==> src/rtl/frac_pwm_mc_if.sv <==
// Control/status bundle for the multi-channel fractional PWM.
// The master side drives settings and strobes; the slave side is the PWM core.
interface frac_pwm_mc_if #(
   parameter int unsigned WIDTH = 17,
   parameter int unsigned NCH   = 4
);
   logic                 en;
   logic                 ld;
   logic [WIDTH-1:0]     no_in;
   logic [NCH*WIDTH-1:0] n_in;
   logic [NCH*WIDTH-1:0] mf_in;
   logic                 dmode_in;
   logic [NCH-1:0]       q_out;
   logic                 ld_pend;
   logic                 frame_tc;
   logic                 period_tc;

   modport master (
      output en, ld, no_in, n_in, mf_in, dmode_in,
      input  q_out, ld_pend, frame_tc, period_tc
   );

   modport slave (
      input  en, ld, no_in, n_in, mf_in, dmode_in,
      output q_out, ld_pend, frame_tc, period_tc
   );
endinterface

==> src/rtl/frac_pwm_mc.sv <==
// Multi-channel fractional PWM. All channels share one period counter and one
// frame counter. Settings are double-buffered: captured into a shadow set on ld
// and copied into the active set only at a frame boundary, so a frame always
// averages to exactly coarse + fine/2^FSZE counts per period.
module frac_pwm_mc #(
   parameter int unsigned WIDTH = 17,
   parameter int unsigned FSZE  = 6,
   parameter int unsigned NCH   = 4
) (
   input logic          sys_clk,
   input logic          rst,
   frac_pwm_mc_if.slave bus
);

   logic [WIDTH-1:0]        period_cnt_q, period_cnt_d;
   logic [FSZE-1:0]         mcnt_q, mcnt_d, mcnt_next, sel;
   logic                    tc, fb, commit;
   logic                    ld_pend_q, ld_pend_d;
   logic [WIDTH-1:0]        sh_no_q, sh_no_d, act_no_q, act_no_d;
   logic [NCH*WIDTH-1:0]    sh_n_q, sh_n_d, act_n_q, act_n_d;
   logic [NCH*WIDTH-1:0]    sh_mf_q, sh_mf_d, act_mf_q, act_mf_d;
   logic                    sh_dmode_q, sh_dmode_d, act_dmode_q, act_dmode_d;
   logic [NCH-1:0][WIDTH:0] w_q, w_d, wcnt_q, wcnt_d;

   function automatic logic [FSZE-1:0] bitrev(input logic [FSZE-1:0] v);
      logic [FSZE-1:0] r;
      for (int i = 0; i < int'(FSZE); i++) begin
         r[i] = v[FSZE-1-i];
      end
      return r;
   endfunction

   // High time for one period: clamp(N + floor(mf), 0, No) plus one dither count.
   function automatic logic [WIDTH:0] calc_w(input logic [WIDTH-1:0] n,
                                             input logic [WIDTH-1:0] mf,
                                             input logic [WIDTH-1:0] no,
                                             input logic [FSZE-1:0]  s);
      logic signed [WIDTH+1:0] sum;
      logic [WIDTH-1:0]        coarse;
      logic [WIDTH:0]          wsum;
      logic [WIDTH:0]          wmax;
      sum = $signed({2'b00, n}) + ($signed({{2{mf[WIDTH-1]}}, mf}) >>> FSZE);
      if (sum[WIDTH+1]) begin
         coarse = '0;
      end else if (sum > $signed({2'b00, no})) begin
         coarse = no;
      end else begin
         coarse = sum[WIDTH-1:0];
      end
      wsum = {1'b0, coarse} + {{WIDTH{1'b0}}, (s < mf[FSZE-1:0])};
      wmax = {1'b0, no} + (WIDTH+1)'(1);
      return (wsum > wmax) ? wmax : wsum;
   endfunction

   // Shared period and frame counters.
   always_comb begin
      tc        = bus.en & (period_cnt_q == '0);
      fb        = tc & (mcnt_q == '0);
      commit    = fb & ld_pend_q;
      mcnt_next = (mcnt_q == '0) ? '1 : mcnt_q - FSZE'(1);
      // A width loaded at tc is displayed while mcnt holds its next value,
      // so the dither phase is taken from that value.
      sel       = act_dmode_q ? bitrev(mcnt_next) : mcnt_next;
      period_cnt_d = period_cnt_q;
      mcnt_d       = mcnt_q;
      if (!bus.en) begin
         period_cnt_d = '0;
         mcnt_d       = '0;
      end else if (tc) begin
         period_cnt_d = act_no_q;
         mcnt_d       = mcnt_next;
      end else begin
         period_cnt_d = period_cnt_q - WIDTH'(1);
      end
   end

   // Shadow capture and frame-boundary commit; a coincident ld stays pending.
   always_comb begin
      sh_no_d     = sh_no_q;
      sh_n_d      = sh_n_q;
      sh_mf_d     = sh_mf_q;
      sh_dmode_d  = sh_dmode_q;
      act_no_d    = act_no_q;
      act_n_d     = act_n_q;
      act_mf_d    = act_mf_q;
      act_dmode_d = act_dmode_q;
      if (bus.ld) begin
         sh_no_d    = bus.no_in;
         sh_n_d     = bus.n_in;
         sh_mf_d    = bus.mf_in;
         sh_dmode_d = bus.dmode_in;
      end
      if (commit) begin
         act_no_d    = sh_no_q;
         act_n_d     = sh_n_q;
         act_mf_d    = sh_mf_q;
         act_dmode_d = sh_dmode_q;
      end
      ld_pend_d = bus.ld | (ld_pend_q & ~commit);
   end

   // Per-channel width pipeline register and pulse counters.
   always_comb begin
      for (int k = 0; k < int'(NCH); k++) begin
         w_d[k] = calc_w(act_n_q[k*WIDTH +: WIDTH], act_mf_q[k*WIDTH +: WIDTH], act_no_q, sel);
         wcnt_d[k] = wcnt_q[k];
         if (!bus.en) begin
            wcnt_d[k] = '0;
         end else if (tc) begin
            wcnt_d[k] = w_q[k];
         end else if (wcnt_q[k] != '0) begin
            wcnt_d[k] = wcnt_q[k] - (WIDTH+1)'(1);
         end
      end
   end

   // State registers.
   always_ff @(posedge sys_clk or posedge rst) begin
      if (rst) begin
         period_cnt_q <= '0;
         mcnt_q       <= '0;
         ld_pend_q    <= 1'b0;
         sh_no_q      <= '0;
         sh_n_q       <= '0;
         sh_mf_q      <= '0;
         sh_dmode_q   <= 1'b0;
         act_no_q     <= '0;
         act_n_q      <= '0;
         act_mf_q     <= '0;
         act_dmode_q  <= 1'b0;
         w_q          <= '0;
         wcnt_q       <= '0;
      end else begin
         period_cnt_q <= period_cnt_d;
         mcnt_q       <= mcnt_d;
         ld_pend_q    <= ld_pend_d;
         sh_no_q      <= sh_no_d;
         sh_n_q       <= sh_n_d;
         sh_mf_q      <= sh_mf_d;
         sh_dmode_q   <= sh_dmode_d;
         act_no_q     <= act_no_d;
         act_n_q      <= act_n_d;
         act_mf_q     <= act_mf_d;
         act_dmode_q  <= act_dmode_d;
         w_q          <= w_d;
         wcnt_q       <= wcnt_d;
      end
   end

   // Outputs decoded from registered state.
   always_comb begin
      for (int k = 0; k < int'(NCH); k++) begin
         bus.q_out[k] = (wcnt_q[k] != '0);
      end
   end

   assign bus.ld_pend   = ld_pend_q;
   assign bus.frame_tc  = commit;
   assign bus.period_tc = tc;

endmodule

==> src/flat_wrapper.sv <==
// flat-port wrapper written by rule: the top's interface ports become plain ports
module frac_pwm_mc_flat 
#(
   parameter int unsigned WIDTH = 17,
   parameter int unsigned FSZE  = 6,
   parameter int unsigned NCH   = 4
)
  (sys_clk, rst, bus_en, bus_ld, bus_no_in, bus_n_in, bus_mf_in, bus_dmode_in, bus_q_out, bus_ld_pend, bus_frame_tc, bus_period_tc);
  frac_pwm_mc_if #(.WIDTH(WIDTH), .NCH(NCH)) bus_i ();
  input logic sys_clk;
  input logic rst;
  input wire logic [$bits(bus_i.en)-1:0] bus_en;
  input wire logic [$bits(bus_i.ld)-1:0] bus_ld;
  input wire logic [$bits(bus_i.no_in)-1:0] bus_no_in;
  input wire logic [$bits(bus_i.n_in)-1:0] bus_n_in;
  input wire logic [$bits(bus_i.mf_in)-1:0] bus_mf_in;
  input wire logic [$bits(bus_i.dmode_in)-1:0] bus_dmode_in;
  output wire logic [$bits(bus_i.q_out)-1:0] bus_q_out;
  output wire logic [$bits(bus_i.ld_pend)-1:0] bus_ld_pend;
  output wire logic [$bits(bus_i.frame_tc)-1:0] bus_frame_tc;
  output wire logic [$bits(bus_i.period_tc)-1:0] bus_period_tc;
  assign bus_i.en = bus_en;
  assign bus_i.ld = bus_ld;
  assign bus_i.no_in = bus_no_in;
  assign bus_i.n_in = bus_n_in;
  assign bus_i.mf_in = bus_mf_in;
  assign bus_i.dmode_in = bus_dmode_in;
  assign bus_q_out = bus_i.q_out;
  assign bus_ld_pend = bus_i.ld_pend;
  assign bus_frame_tc = bus_i.frame_tc;
  assign bus_period_tc = bus_i.period_tc;
  frac_pwm_mc #(.WIDTH(WIDTH), .FSZE(FSZE), .NCH(NCH)) u_core (.sys_clk(sys_clk), .rst(rst), .bus(bus_i));
endmodule
==> config.mk <==
export PLATFORM = sky130hd
export DESIGN_NAME = frac_pwm_mc_flat
export DESIGN_NICKNAME = d
export VERILOG_FILES = /design/src/rtl/frac_pwm_mc_if.sv /design/src/rtl/frac_pwm_mc.sv /design/src/flat_wrapper.sv
export SDC_FILE = /design/constraint.sdc
export NUM_CORES = 1
export LEC_CHECK = 0
export CAP_MARGIN = 20
export CORE_MARGIN = 2
export CORE_UTILIZATION = 35
export CTS_CLUSTER_DIAMETER = 30
export CTS_CLUSTER_SIZE = 10
export DETAILED_ROUTE_END_ITERATION = 8
export HOLD_SLACK_MARGIN = 0.02
export SETUP_SLACK_MARGIN = 0.1
export SKIP_LAST_GASP = 1
export SLEW_MARGIN = 20
export SYNTH_ARGS = -nofsm -noshare
export SYNTH_HDL_FRONTEND = slang
export SYNTH_SLANG_ARGS = --single-unit
==> constraint.sdc <==
create_clock -name sys_clk -period 24.4 [get_ports sys_clk]
set_clock_uncertainty 0.05 [all_clocks]
set_input_delay 4.88 -clock sys_clk [delete_from_list [all_inputs] [get_ports sys_clk]]
set_output_delay 4.88 -clock sys_clk [all_outputs]
set_load 0.03 [all_outputs]
==> summary.txt, run 1 <==
Run status
  • Status: finished clean

Logic synthesis
  • Mean Syn Cell Area: 9.99 sq um
  • Yosys reg bits: 476
  • Post-Syn Area: 30500 sq um
  • Syn Nets: 3467
  • Async set or reset register ratio after synthesis: 100%
  • EDFF count, synth: 0
  • Syn Inst Count: 3058
  • Synth cell count leaders: 476 x dfrtp_1, 341 x mux2_2, 247 x ha_1
  • Syn. warnings: 0
  • Synth area leaders: dfrtp_1 39%, mux2_2 13%, ha_1 10%
  • Most common cell in the netlist: dfrtp_1
  • Sequential fraction of the synthesis area: between 30% and 40%
  • Most used DFF post-synth: dfrtp_1
  • Post-synth top area cell: dfrtp_1
  • Yosys top cell area share: around 39%
  • Yosys cell types: 91

Clock network
  • Clock H-tree levels: 3
  • TritonCTS buffer count: 97
  • Worst skew pair latency: 0.67 ns
  • # clock sinks: between 400 and 500
  • CTS root buffer: clkbuf_16
  • Post-cts resize count: 0
  • Hold bufs inserted after CTS: 0
  • Post-CTS setup buffer count: 0
  • Clk slew on worst S/H paths: 0.05 ns
  • Clk buf depth: 3
  • CTS tree: done

Worst setup path
  • Slowest cell on the critical path: clkdlybuf4s50_1
  • Reg2reg start: u_core.act_mf_q[24]$_DFFE_PP0P_
  • Worst Setup End Kind: output pin
  • Largest stage delay on the critical path: slightly below 0.7 ns
  • CP top delay family: buffers and inverters
  • R2r setup slk: 14.49 ns
  • CP Class: in2out
  • Worst Path Required: 19.47 ns
  • R2R Path End: u_core.w_q[27]$_DFF_PP0_
  • CP Buf/Inv Count: 4
  • CP arrival: 7.25 ns
  • Crit-path cells: clkdlybuf4s50_1 > nand2_2 > buf_4 > nor2_1 > nand2_4 > inv_1 > clkdlybuf4s50_1
  • Startpoint Class: input port
  • FF-to-FF path depth: 34
  • Most frequent CP cell: clkdlybuf4s50_1
  • Crit path depth: 7
  • Worst-path maximum fanout: 51

Min path
  • Worst hold start: u_core.sh_n_q[39]$_DFFE_PP0P_
  • Min-Delay Path Class: reg2reg
  • Hold Path Sink: u_core.act_n_q[39]$_DFFE_PP0P_
  • Hold path depth: 1

Global routing
  • M1 GR Usage: 26.4%
  • Met2 GRT Util: 28.9%
  • Remaining global-route overflow: 0
  • First-pass GRT wire length: 133 mm
  • Initial antenna violation count: 1
  • Vias in the first global route: 23500
  • Pin count of the biggest net entering global routing: 120
  • Tot GR Track Use: 18.8%
  • GRT met3 Usage: 2.87%
  • GRT Max-Usage Layer: met2

Finish
  • P&R area growth vs syn: 20.8%
  • Layout cell share with drive strength beyond 1: 18.0%
  • # fillers: 8190
  • Final nets: between 3000 and 4000

STA
  • RSZ-0062 raised after global routing: false
  • Relative slew slack: roughly 28%
  • Min Tclk post-route: 12.18 ns
  • Final setup fails: 0
  • Fin crit share: 49.9%
  • TNS Setup: 0 ns
  • Worst-margin pin slew: 1.07 ns
  • Fin. Hold Viols: 0
  • Fmax: 0.0821 GHz
  • Pins Over Slew Limit: 0

Detailed routing
  • TritonRoute pass-1 iters: 6
  • Vias after detailed routing: 24000
  • # DRC: 0
  • Initial DRC count: about 1500
  • WL/cell: approximately 19 um
  • Via density: 5.35
  • WL final: 84.4 mm
  • Routed Antenna Nets: 0

Die
  • Die Ht: approximately 300 um
  • Initial Util: 35.3%
  • Die width: roughly 300 um
  • I/O pin count: 165
  • Overall die area: 89600 sq um
  • FP Rows: approximately 110
  • Area of the core: between 80000 and 90000 sq um

Place
  • IO Port Bufs: roughly 160
  • Final HPWL DP: 62.1 mm
  • Final Wtd Congestion: 0.937

Job
  • Max-cap violation count: 0
==> final cells by class <==
| type | count | area [sq um] | share of cell area, % |
|---|---|---|---|
| inverters | 142 | 541 | 1.46 |
| flip-flops and latches | 476 | 11900 | 32.3 |
| multi-input cells | 2310 | 17600 | 47.7 |
| repair buffers | 213 | 2010 | 5.45 |
| clock inverters | 64 | 803 | 2.18 |
| diodes | 1 | 2.50 | 0.00678 |
| clock buffers | 114 | 2570 | 6.97 |
| well taps | 1155 | 1450 | 3.92 |
==> logic make-up (layout without fill, tap and decap cells) <==
| family | count (synthesis) | in the layout | share of synthesized area (%) |
|---|---|---|---|
| compound gates | 614 | 614 | 13.6 |
| xor+xnor | 213 | 213 | 6.11 |
| fa+ha+maj | 251 | 251 | 10.4 |
| buf+inv | 272 | 533 | 3.45 |
| flops | 476 | 476 | 39.0 |
| mux | 384 | 384 | 14.0 |
| other cells | 0 | 1 | 0 |
| simple gates | 848 | 848 | 13.5 |
==> stage by stage <==
stage | area [sq um] | cells | hold slack (ns) | setup WS [ns] | util (%)
3_5_place_dp | 33500 | 4296 | 0.429 | 12.24 | 38.7
6_report | 36900 | 4475 | 0.433 | 12.22 | 42.6
2_1_floorplan | 30500 | 3058 | 0.407 | 6.19 | -
5_1_grt | 36900 | 4474 | 0.461 | 12.10 | 42.6
3_3_place_gp | 33500 | 4296 | 0.426 | 12.23 | 38.7
4_1_cts | 36900 | 4474 | 0.438 | 12.22 | 42.6
==> worst max path at each step <==
stage | startpoint | to | slack (ns)
final | bus_en | bus_frame_tc | 12.22
after global routing | bus_en | bus_frame_tc | 12.10
after CTS | bus_en | bus_frame_tc | 12.22
after detailed placement | bus_en | bus_frame_tc | 12.24
after global placement | bus_en | bus_frame_tc | 12.23
after floorplan | rst | u_core.act_dmode_q$_DFFE_PP0P_ | 6.19
==> metal layers <==
metal	part of all wire, %	routed length (um)	vias up
met5	0.013	11	-
met4	3.5	2960	2
met2	44	37200	727
li1	-	-	11500
met1	47	39400	11500
met3	5.7	4840	184
==> worst register-to-register path: cells and delay by family (launching register included) <==
| family | cells | cell delay, ns |
|---|---|---|
| AOI/OAI and AO/OA | 14 | 3.46 |
| and+or+nand+nor | 8 | 1.81 |
| adders and majority gates | 5 | 1.66 |
| buffers and inverters | 3 | 1.02 |
| xor gates and xnor gates | 2 | 0.74 |
| muxes | 2 | 0.66 |
| DFF | 1 | 0.39 |
==> registers in the layout, summed over array words and instances (netlist names) <==
name	count
u_core.act_n_q	68
u_core.act_no_q	17
u_core.act_dmode_q	1
u_core.w_q	72
u_core.sh_mf_q	68
u_core.bus.ld_pend	1
u_core.sh_no_q	17
u_core.wcnt_q	72
u_core.sh_dmode_q	1
u_core.act_mf_q	68
u_core.sh_n_q	68
u_core.period_cnt_q	17
u_core.mcnt_q	6
==> layout by cell type, fill, tap and decap left out, types with 45 or more instances in the layout <==
cell,Yosys,final
dfrtp_1,476,476
mux2_2,341,341
ha_1,247,247
nor2_1,241,241
nand2_1,207,205
clkdlybuf4s50_1,0,163
a21oi_1,151,149
inv_1,136,135
xnor2_1,127,127
o21ai_0,107,107
clkbuf_16,0,98
a211oi_1,88,88
xor2_1,86,86
nand3_1,83,83
nand4_1,51,51
buf_4,0,49
nor3_1,48,48
or3_1,45,45
Power of run 1 is not shown: default switching activity piles up to over one toggle a cycle in this logic, so the estimate is an artifact.
==> inputs of run 2 (changes only) <==
clock period = 12 ns   (was 24.4 ns; I/O delays follow)
==> run 2 against run 1 <==
Compared with the run above:
- count of clock-buffer cells in the layout is 7 higher
- sequential cell count unchanged
- wire length hardly changed
- register-to-register slack got worse by 12 ns
- critical endpoint is now u_core.w_q[27]$_DFF_PP0_
- first-iteration DRC count is 19% higher
- die area unchanged
- setup slack got worse by 9.7 ns
==> summary.txt, run 2 (synthesized netlist as in run 1, its figures left out) <==
Job
  • Max-cap violation count: 0 (unchanged)

STA
  • Final setup fails: 0 (unchanged)
  • Fin. Hold Viols: 0 (unchanged)
  • TNS Setup: 0 ns (unchanged)
  • Fmax: 0.105 GHz
  • Min Tclk post-route: 9.52 ns
  • Pins Over Slew Limit: 0 (unchanged)
  • RSZ-0062 raised after global routing: false
  • Worst-margin pin slew: 1.10 ns (+0.0361 ns)
  • Relative slew slack: 24.3% (-4.0 points)
  • Fin crit share: around 80%

Clock network
  • CTS tree: done
  • Hold bufs inserted after CTS: 0 (unchanged)
  • Post-CTS setup buffer count: 0 (unchanged)
  • TritonCTS buffer count: 98 (+1.0%)
  • Clock H-tree levels: 3 (unchanged)
  • # clock sinks: 476 (unchanged)
  • Worst skew pair latency: 0.67 ns (about the same)
  • Clk buf depth: 3 (unchanged)
  • CTS root buffer: clkbuf_16
  • Post-cts resize count: 0 (unchanged)
  • Clk slew on worst S/H paths: 0.05 ns (about the same)

Worst setup path
  • Most frequent CP cell: ha_1
  • Worst Setup End Kind: flip-flop
  • Worst Path Required: 12.50 ns (-6.97 ns)
  • CP arrival: 10.02 ns (+2.77 ns)
  • CP Class: reg2reg
  • Slowest cell on the critical path: nor2_1
  • CP Buf/Inv Count: 3 (-1)
  • Worst-path maximum fanout: 32 (-37%)
  • Startpoint Class: flip-flop
  • Largest stage delay on the critical path: 0.72 ns (+0.04 ns)
  • CP top delay family: compound AO/OA/AOI/OAI gates

Detailed routing
  • TritonRoute pass-1 iters: 5 (-1)
  • # DRC: 0 (unchanged)
  • Via density: 5.33 (-0.40%)
  • Routed Antenna Nets: 0 (unchanged)
  • WL/cell: 18.9 um (+0.19%)
  • Initial DRC count: 1726 (+19%)
  • Vias after detailed routing: 23800 (-0.51%)
  • WL final: 84.5 mm (about the same)

Global routing
  • M1 GR Usage: 26.0% (-0.36 points)
  • Tot GR Track Use: 18.7% (-0.050 points)
  • Initial antenna violation count: 0 (-1)
  • Met2 GRT Util: 29.3% (+0.37 points)
  • Remaining global-route overflow: 0 (unchanged)
  • First-pass GRT wire length: 134 mm (+0.38%)
  • GRT met3 Usage: 3.32% (+0.45 points)
  • GRT Max-Usage Layer: met2
  • Vias in the first global route: 23400 (-0.27%)
  • Pin count of the biggest net entering global routing: 172 (+43%)

Run status
  • Status: finished clean

Finish
  • Most frequent cells in the layout: 476 x dfrtp_1, 341 x mux2_2, 247 x ha_1
  • Layout Utilization: 42.7% (+0.068 points)
  • P&R area growth vs syn: 21.0%
  • Commonest non-fill, non-tap cell in the layout: dfrtp_1
  • Final nets: 3642 (-0.19%)
  • Largest registers: u_core.w_q (72), u_core.wcnt_q (72)
  • N_diodes: 0 (-1)
  • Layout cell share with drive strength beyond 1: 17.9% (-0.069 points)

Die
  • I/O pin count: 165 (unchanged)
  • Die Ht: 299 um (unchanged)
  • Die width: 299 um (unchanged)
  • Initial Util: 35.3% (unchanged)
  • FP Rows: 108 (unchanged)
  • Overall die area: 89600 sq um (unchanged)
  • Area of the core: 86600 sq um (unchanged)

Min path
  • Min-Delay Path Class: reg2reg

Place
  • Final Wtd Congestion: 0.919 (-1.9%)
  • IO Port Bufs: 164 (unchanged)
  • Final HPWL DP: 61.7 mm (-0.52%)
run 2: path summary, 6_finish.rpt:
path | start | end | slack, ns | cells after the start
setup reg to reg | u_core.act_mf_q[24]$_DFFE_PP0P_ | u_core.w_q[27]$_DFF_PP0_ | 2.48 | 33
min in group asynchronous | rst | u_core.wcnt_q[13]$_DFFE_PP0P_ | 2.30 | 3
hold / removal | u_core.sh_n_q[12]$_DFFE_PP0P_ | u_core.act_n_q[12]$_DFFE_PP0P_ | 0.43 | 1
hold reg to reg | u_core.sh_n_q[12]$_DFFE_PP0P_ | u_core.act_n_q[12]$_DFFE_PP0P_ | 0.43 | 1
max in group asynchronous | rst | u_core.sh_n_q[41]$_DFFE_PP0P_ | 8.06 | 4
setup / recovery | u_core.act_mf_q[24]$_DFFE_PP0P_ | u_core.w_q[27]$_DFF_PP0_ | 2.48 | 33
run 2: metal layers:
| layer | wire, um | vias to the layer above |
|---|---|---|
| met5 | 0 | - |
| met4 | 2560 | 0 |
| met3 | 4800 | 170 |
| met2 | 37700 | 647 |
| met1 | 39400 | 11600 |
| li1 | - | 11500 |
run 2: layout make-up:
class | instances | area [sq um]
Multi-Input combinational cell | 2310 | 17600
Clock inverter | 61 | 781
Clock buffer | 121 | 2690
Sequential cell | 476 | 11900
Fill cell | 8266 | 49700
Tap cell | 1155 | 1450
Timing Repair Buffer | 205 | 1990
Inverter | 142 | 537
run 2: metrics by stage:
stage / setup WS [ns] / cell area (sq um) / hold WS (ns) / cells
2_1_floorplan: 3.10 / 30500 / 0.407 / 3058
3_3_place_gp: 2.67 / 33500 / 0.412 / 4288
3_5_place_dp: 2.65 / 33500 / 0.438 / 4288
4_1_cts: 2.61 / 37000 / 0.430 / 4470
5_1_grt: 1.61 / 37000 / 0.450 / 4470
6_report: 2.48 / 37000 / 0.434 / 4470
Power of run 2 is left out for the same reason.
==> inputs of run 3 (changes only) <==
clock period = 9.35 ns   (was 12 ns; I/O delays follow)
==> run 3 against run 2 <==
Compared with the run above:
- die area unchanged
- maximum frequency grew 11%
- cell area is 0.39% higher
- sequential share of layout area fell by 0.12 points
- count of clock-buffer cells in the layout down 9
- wire length rose by 0.28%
- critical endpoint is now u_core.w_q[31]$_DFF_PP0_
==> summary.txt, run 3 (synthesized netlist as in run 1, its figures left out) <==
Run status
  • Status: finished clean

Detailed routing
  • Vias after detailed routing: 23800 (-0.25%)
  • Initial DRC count: 1571 (-9.0%)
  • WL/cell: 18.9 um (about the same)
  • Routed Antenna Nets: 0 (unchanged)
  • # DRC: 0 (unchanged)
  • TritonRoute pass-1 iters: 5 (unchanged)
  • Via density: 5.30 (-0.60%)
  • WL final: 84.7 mm (+0.28%)

STA
  • Fin crit share: 91.6% (+12 points)
  • Min Tclk post-route: 8.57 ns (-0.955 ns)
  • Pins Over Slew Limit: 0 (unchanged)
  • Hold slack: 0.448 ns (+0.0131 ns)
  • RSZ-0062 raised after global routing: false
  • Relative slew slack: 31.8% (+7.5 points)
  • Fmax: 0.117 GHz (+11%)
  • Worst-margin pin slew: 1.02 ns (-0.0878 ns)
  • TNS Setup: 0 ns (unchanged)
  • Fin. Hold Viols: 0 (unchanged)
  • Final setup fails: 0 (unchanged)

Finish
  • Largest registers: u_core.w_q (72), u_core.wcnt_q (72)
  • Commonest non-fill, non-tap cell in the layout: dfrtp_1
  • Most frequent cells in the layout: 476 x dfrtp_1, 341 x mux2_2, 246 x ha_1
  • Final nets: 3659 (+0.47%)
  • Layout cell share with drive strength beyond 1: 18.5% (+0.53 points)
  • P&R area growth vs syn: 21.5%
  • # fillers: 8310 (+0.53%)

Place
  • Final HPWL DP: 62.3 mm (+0.97%)
  • IO Port Bufs: 164 (unchanged)
  • Final Wtd Congestion: 0.917 (-0.23%)

Clock network
  • Worst skew pair latency: 0.66 ns (about the same)
  • # clock sinks: 476 (unchanged)
  • Clk buf depth: 3 (unchanged)
  • TritonCTS buffer count: 95 (-3.1%)
  • Clk slew on worst S/H paths: 0.05 ns (about the same)
  • Clock H-tree levels: 3 (unchanged)
  • CTS root buffer: clkbuf_16
  • CTS tree: done

Global routing
  • Remaining global-route overflow: 0 (unchanged)
  • First-pass GRT wire length: 134 mm (+0.12%)
  • Vias in the first global route: 23200 (-0.97%)
  • Tot GR Track Use: 18.8% (+0.10 points)
  • Initial antenna violation count: 1 (+1)
  • Pin count of the biggest net entering global routing: 160 (-7.0%)

Die
  • I/O pin count: 165 (unchanged)
  • Area of the core: 86600 sq um (unchanged)
  • Initial Util: 35.3% (unchanged)
  • Die Ht: 299 um (unchanged)
  • FP Rows: 108 (unchanged)
  • Die width: 299 um (unchanged)
  • Overall die area: 89600 sq um (unchanged)

Worst setup path
  • Slowest cell on the critical path: or3b_2
  • CP Class: reg2reg
  • Worst-path maximum fanout: 12 (-63%)
  • Largest stage delay on the critical path: 0.54 ns (-0.18 ns)
  • Startpoint Class: flip-flop
  • CP arrival: 9.06 ns (-0.96 ns)
  • Worst Path Required: 9.84 ns (-2.66 ns)
  • Worst Setup End Kind: flip-flop

Job
  • Max-cap violation count: 0 (unchanged)

Min path
  • Min-Delay Path Class: reg2reg
[run 3: critical path, delay by kind of cell (launching register included)]
| family | cells | cell delay [ns] |
|---|---|---|
| flops | 1 | 0.40 |
| mux | 1 | 0.32 |
| buf+inv | 3 | 0.51 |
| xor+xnor | 2 | 0.37 |
| fa+ha+maj | 4 | 1.18 |
| compound gates | 18 | 4.11 |
| simple gates | 9 | 1.51 |
[run 3: metrics by stage]
step	area, sq um	instances	setup WS [ns]	util (%)
2_1_floorplan	30500	3058	0.805	-
5_1_grt	37100	4484	0.160	42.8
4_1_cts	37000	4483	0.293	42.8
6_report	37100	4486	0.784	42.8
3_3_place_gp	33600	4307	0.108	38.8
3_5_place_dp	33600	4307	-0.0312	38.8
[run 3: final cells by class]
cell class	instances	area, sq um	area share, %
antenna	2	5.00	0.0135
clock buffer	112	2510	6.77
clock inverter	64	910	2.45
inverter	142	537	1.45
multi-input combinational	2310	17700	47.6
sequential	476	11900	32.1
tap	1155	1450	3.89
timing repair buffer	225	2130	5.73
[run 3: routing by layer]
layer / up-vias / global-route usage (%) / wire [um]
li1: 11500 / - / -
met1: 11500 / 26.2 / 39300
met2: 610 / 29.7 / 38500
met3: 158 / 2.75 / 4480
met4: 2 / 6.71 / 2480
met5: - / 0 / 13
[run 3: final timing paths]
| kind | from | end | slack [ns] | depth (start not counted) |
|---|---|---|---|---|
| hold reg to reg | u_core.sh_n_q[28]$_DFFE_PP0P_ | u_core.act_n_q[28]$_DFFE_PP0P_ | 0.45 | 1 |
| min in group asynchronous | rst | u_core.w_q[5]$_DFF_PP0_ | 1.74 | 2 |
| setup reg to reg | u_core.act_mf_q[24]$_DFFE_PP0P_ | u_core.w_q[31]$_DFF_PP0_ | 0.78 | 37 |
| setup / recovery | u_core.act_mf_q[24]$_DFFE_PP0P_ | u_core.w_q[31]$_DFF_PP0_ | 0.78 | 37 |
| max in group asynchronous | rst | u_core.act_n_q[41]$_DFFE_PP0P_ | 5.71 | 4 |
| hold / removal | u_core.sh_n_q[28]$_DFFE_PP0P_ | u_core.act_n_q[28]$_DFFE_PP0P_ | 0.45 | 1 |
[run 3: repair_timing]
| action | in CTS | in global routing |
|---|---|---|
| gates cloned | 0 | 0 |
| buffers inserted | 0 | 1 |
| pin swaps | 0 | 2 |
| setup endpoints to repair | 9 | 19 |
| hold buffers | 0 | 0 |
| gates resized for setup | 1 | 8 |
Power of run 3 is left out for the same reason.
